File: src/rtl/branch_predictor.sv
// branch_predictor: direct-mapped BTB with 2-bit saturating direction counters.
//
// The fetch-side lookup is combinational from the registered table. A resolved
// conditional branch trains the counter and target on the clock edge. Running
// counts of resolved branches and correct predictions are also kept here.
//
// Ports:
//   CLK, RST      clock (rising edge), asynchronous active-high reset
//   en            run enable; table and statistics change only when en=1
//   PC            fetch address to look up
//   pred_taken    predicted taken for PC
//   pred_target   predicted next PC (stored target, or PC+4)
//   hit           PC matches a valid entry
//   upd_valid     a conditional branch resolved this cycle
//   upd_pc        address of the resolved branch
//   upd_taken     actual outcome
//   upd_target    actual taken target
//   branch_cnt    resolved branch count (wraps)
//   correct_cnt   correct prediction count (wraps)
module branch_predictor #(
    parameter int IDX_BITS = 3
) (
    input  logic        CLK,
    input  logic        RST,
    input  logic        en,
    input  logic [31:0] PC,
    output logic        pred_taken,
    output logic [31:0] pred_target,
    output logic        hit,
    input  logic        upd_valid,
    input  logic [31:0] upd_pc,
    input  logic        upd_taken,
    input  logic [31:0] upd_target,
    output logic [15:0] branch_cnt,
    output logic [15:0] correct_cnt
);
    localparam int ENTRIES = 1 << IDX_BITS;
    localparam int TAG_W   = 32 - IDX_BITS - 2;

    typedef struct packed {
        logic             valid;
        logic [TAG_W-1:0] tag;
        logic [31:0]      target;
        logic [1:0]       ctr;
    } entry_t;

    entry_t tbl [ENTRIES];

    // Word-aligned addresses: the low two bits never take part.
    logic unused_low_bits;
    assign unused_low_bits = ^{PC[1:0], upd_pc[1:0]};

    // Fetch-side lookup.
    logic [IDX_BITS-1:0] idx;
    logic [TAG_W-1:0]    pc_tag;
    entry_t              lk;

    assign idx         = PC[IDX_BITS+1:2];
    assign pc_tag      = PC[31:IDX_BITS+2];
    assign lk          = tbl[idx];
    assign hit         = lk.valid && (lk.tag == pc_tag);
    assign pred_taken  = hit && lk.ctr[1];
    assign pred_target = pred_taken ? lk.target : PC + 32'd4;

    // Update-side lookup, using the pre-edge state.
    logic [IDX_BITS-1:0] u_idx;
    entry_t              ue;
    logic                u_hit;
    logic                u_pred;
    logic                u_correct;

    assign u_idx     = upd_pc[IDX_BITS+1:2];
    assign ue        = tbl[u_idx];
    assign u_hit     = ue.valid && (ue.tag == upd_pc[31:IDX_BITS+2]);
    assign u_pred    = u_hit && ue.ctr[1];
    // A taken prediction only counts if it also pointed at the right target.
    assign u_correct = (u_pred == upd_taken) && (!upd_taken || ue.target == upd_target);

    always_ff @(posedge CLK or posedge RST) begin
        if (RST) begin
            for (int i = 0; i < ENTRIES; i++) begin
                tbl[i].valid  <= 1'b0;
                tbl[i].tag    <= '0;
                tbl[i].target <= '0;
                tbl[i].ctr    <= 2'b01;
            end
            branch_cnt  <= '0;
            correct_cnt <= '0;
        end else if (en && upd_valid) begin
            branch_cnt <= branch_cnt + 16'd1;
            if (u_correct)
                correct_cnt <= correct_cnt + 16'd1;
            if (u_hit) begin
                if (upd_taken) begin
                    tbl[u_idx].ctr    <= (ue.ctr == 2'b11) ? 2'b11 : ue.ctr + 2'd1;
                    tbl[u_idx].target <= upd_target;
                end else begin
                    tbl[u_idx].ctr <= (ue.ctr == 2'b00) ? 2'b00 : ue.ctr - 2'd1;
                end
            end else if (upd_taken) begin
                // Taken miss evicts whatever lives at this index; not-taken misses never do.
                tbl[u_idx].valid  <= 1'b1;
                tbl[u_idx].tag    <= upd_pc[31:IDX_BITS+2];
                tbl[u_idx].target <= upd_target;
                tbl[u_idx].ctr    <= 2'b10;
            end
        end
    end
endmodule

File: config.mk
export PLATFORM = sky130hd
export DESIGN_NAME = branch_predictor
export DESIGN_NICKNAME = d
export VERILOG_FILES = /design/src/rtl/branch_predictor.sv
export SDC_FILE = /design/constraint.sdc
export NUM_CORES = 1
export LEC_CHECK = 0
export ABC_AREA = 1
export ABC_CLOCK_PERIOD_IN_PS = 19400
export BUFFER_PORTS_ARGS = -buffer_cell sky130_fd_sc_hd__buf_2
export CORE_AREA = 4 4 349 316
export CTS_BUF_LIST = sky130_fd_sc_hd__clkbuf_4
export DETAILED_ROUTE_END_ITERATION = 16
export DIE_AREA = 0 0 353 320
export SLEW_MARGIN = 10
export SYNTH_ARGS = -nofsm -noshare
export SYNTH_HDL_FRONTEND = slang
export SYNTH_SLANG_ARGS = --single-unit
File: constraint.sdc
create_clock -name CLK -period 19.4 [get_ports CLK]
set_input_delay 5.82 -clock CLK [delete_from_list [all_inputs] [get_ports CLK]]
set_output_delay 5.82 -clock CLK [all_outputs]
set_load 0.03 [all_outputs]
==> impl_metrics.toml <==
[cts]
numCtsBuffers = 156
clock_sinks = 528
hold_buffers = 0
path_clk_slew_ns = 0.07
tritoncts = "done"
clk_latency_ns = 1.06
postCtsSetupBuffers = 0
htreeDepth = 4
post_cts_resized = 0
cts_buffer_depth = 3
clock-root-buffer = "clkbuf_4"

[pwr]
ir_worst_vdd_mv = 0.0460
p_per_area_mw_per_mm2 = 94.2
p_total_w = 0.00332
leakagePower_nw = 17.2

[global_route]
grt_max_degree = 168
grt_pass1_wl_um = 176000
first_global_vias = 28245
grt-ovfl-total = 0
grt_util_all_layers_pct = 20.3
antenna_found_initial = 43

[placed_design]
globalplace.congestion = 0.950
pre_cts_slack_ns = 2.71
io_buffers = 164
dp.cells = 5865
dpl.hpwl_um = 74000

[critical_path]
start_kind = "input port"
rr_worst_depth = 15
end_kind = "primary output"
r2r_start = "tbl[177]"
crit_fanout = 59
crit_arrival_ns = 11.36
reg2reg_to = "tbl[428]"
critical_path_class = "in -> out"
rrSetupSlack_ns = 15.94
worstPathRequired_ns = 13.58

[logic_synthesis]
synth_cell_types = 49
synth_edf_count = 0
yosys-top-cells-area = "dfrtp_1, nand2_1, o21ai_0"
avgSynthCellArea_um2 = 6.96
synth_area_leader_cell = "dfrtp_1"
yosysTopAreaCellShare_pct = 40.9
synth-seq-cells = 528
synthesis.area_mm2 = 0.0318
synth_seq_area_share_pct = 41.6
async_reset_ff_share_pct = 100
synth_ff_type = "dfrtp_1"
synth_fp_nets = 4669
ys_warn_count = 0
syn_inst = 4565

[routing]
routed_wl_um = 118000
drtIter0Drc = 3580
ant_nets = 0
dr.pass1.iters = 6
drc = 0
vias_per_cell = 5.05
wl_per_cell_um = 19.1
via_count = 31144

[floorplan]
coreArea_mm2 = 0.107
fp.dieArea_mm2 = 0.113
start_util_pct = 29.7
fp.dieW_um = 353
ioPinCount = 167
rows = 114
die_h_um = 320

[hold_path]
hold_end = "tbl[124]"
hp-start = "tbl[124]"
min_path_cells = 2
min_path_type = "reg -> reg"

[cells_and_area]
num-nets-final = 4735
final_cell_mix = "nand2_1, o21ai_0, dfrtp_1"
drive_above_1_share_pct = 11.1
instances_no_fill = 6163
fill_cells = 11526
layout_commonest_cell = "nand2_1"
utilization_pct = 33.0
syn2layout_area_growth_pct = 11.1

[timing]
post-route-min-period_ns = 17.18
tns_ns = 0
fmax_mhz = 58.2
final_hold_viol_count = 0
skew_ns = 0.0885
rsz0062_at_grt = "no"
slew_headroom_pct = 12.6
finalMaxSlewViolations = 0
setup_viol = 0
tightestPinTransition_ns = 1.30
fin_ws_ns = 2.22
fin_crit_sh_pct = 88.6

[job]
cap_violations = 0

[status]
outcome = "completed"
-- synth_stat cells, types with 12 or more instances --
cell type and number:
nand2_1 1363, o21ai_0 682, dfrtp_1 520, inv_1 450
nor2_1 346, a21oi_1 294, nand3_1 217, o211ai_1 121
clkbuf_1 112, buf_2 106, xor2_1 53, nand4_1 45
buf_6 27, buf_4 25, buf_1 24, a31oi_1 18
nor3_1 17, xnor2_1 17, a21oi_2 12
-- kinds of logic (layout without fill, tap and decap cells) --
kind of cell | after synthesis | count (layout) | synth area share, %
other | 0 | 16 | 0
muxes | 1 | 1 | 0.0354
xor gates and xnor gates | 70 | 70 | 1.93
and+or+nand+nor | 2055 | 2055 | 26.5
DFF | 528 | 528 | 41.6
adders and majority gates | 3 | 3 | 0.118
AOI/OAI and AO/OA | 1153 | 1153 | 19.4
buffers and inverters | 755 | 945 | 10.3
-- registers in the layout, indices dropped and copies added (netlist names) --
register,cells
branch_cnt,16
correct_cnt,16
tbl,496
-- critical path, cell delays in order --
cell and delay, ns:
buf_6 0.38, buf_4 0.84, buf_4 0.67, a21oi_1 0.06, o21ai_0 0.12, nand3_1 0.18
nand3_1 0.19, nand2_1 0.07, nor2_1 0.13, nor2b_1 0.14, nand2_1 0.06, nor2_1 0.09
nand3_1 0.75, o21ai_0 1.37, buf_2 0.37
-- metal layers --
metal  vias to the layer above  share of wire [%]  wire length [um]  GRT usage (%)
met2                      1364                 42             49800           29.8
li1                      15022                  -                 -              -
met4                        16                2.8              3310           6.86
met3                       220                 10             12300           5.94
met1                     14522                 44             52000           28.4
met5                         -              0.084                99              0
-- stage by stage --
step	hold WS [ns]	instance area [um2]
floorplan	0.427	31800
global placement	0.448	33200
detailed placement	0.449	33200
CTS	0.464	35300
global route	0.476	35300
finish	0.462	35300
-- report_power, final --
part	total, W	switching, W	internal, W	leakage [nW]
registers	0.00144	0.000126	0.00132	6.33
clock network	0.00114	0.000534	0.000607	1.22
logic	0.000738	0.000499	0.000239	9.63
total	0.00332	0.00116	0.00217	17.2
-- worst max-delay path by stage --
stage | start | slack [ns] | to | depth (start not counted)
2_1_floorplan | PC[2] | 5.26 | pred_target[1] | 14
3_3_place_gp | PC[3] | 2.72 | pred_target[7] | 15
3_5_place_dp | PC[3] | 2.71 | pred_target[7] | 15
4_1_cts | PC[3] | 2.69 | pred_target[7] | 15
5_1_grt | PC[3] | 2.09 | pred_target[7] | 15
6_report | PC[3] | 2.22 | pred_target[9] | 15
-- layout make-up --
class                   instances  area, um2  share of cell area, %
repair buffers                204       1170                   3.32
well taps                    1392       1740                   4.93
inverters                     459       1730                   4.91
flip-flops and latches        528      13200                   37.5
diodes                         16       40.0                  0.113
clock buffers                 229       1720                   4.87
multi-input cells            3282      15300                   43.4
clock inverters                53        349                  0.989
No activity file was read; power rests on OpenSTA's default activity.
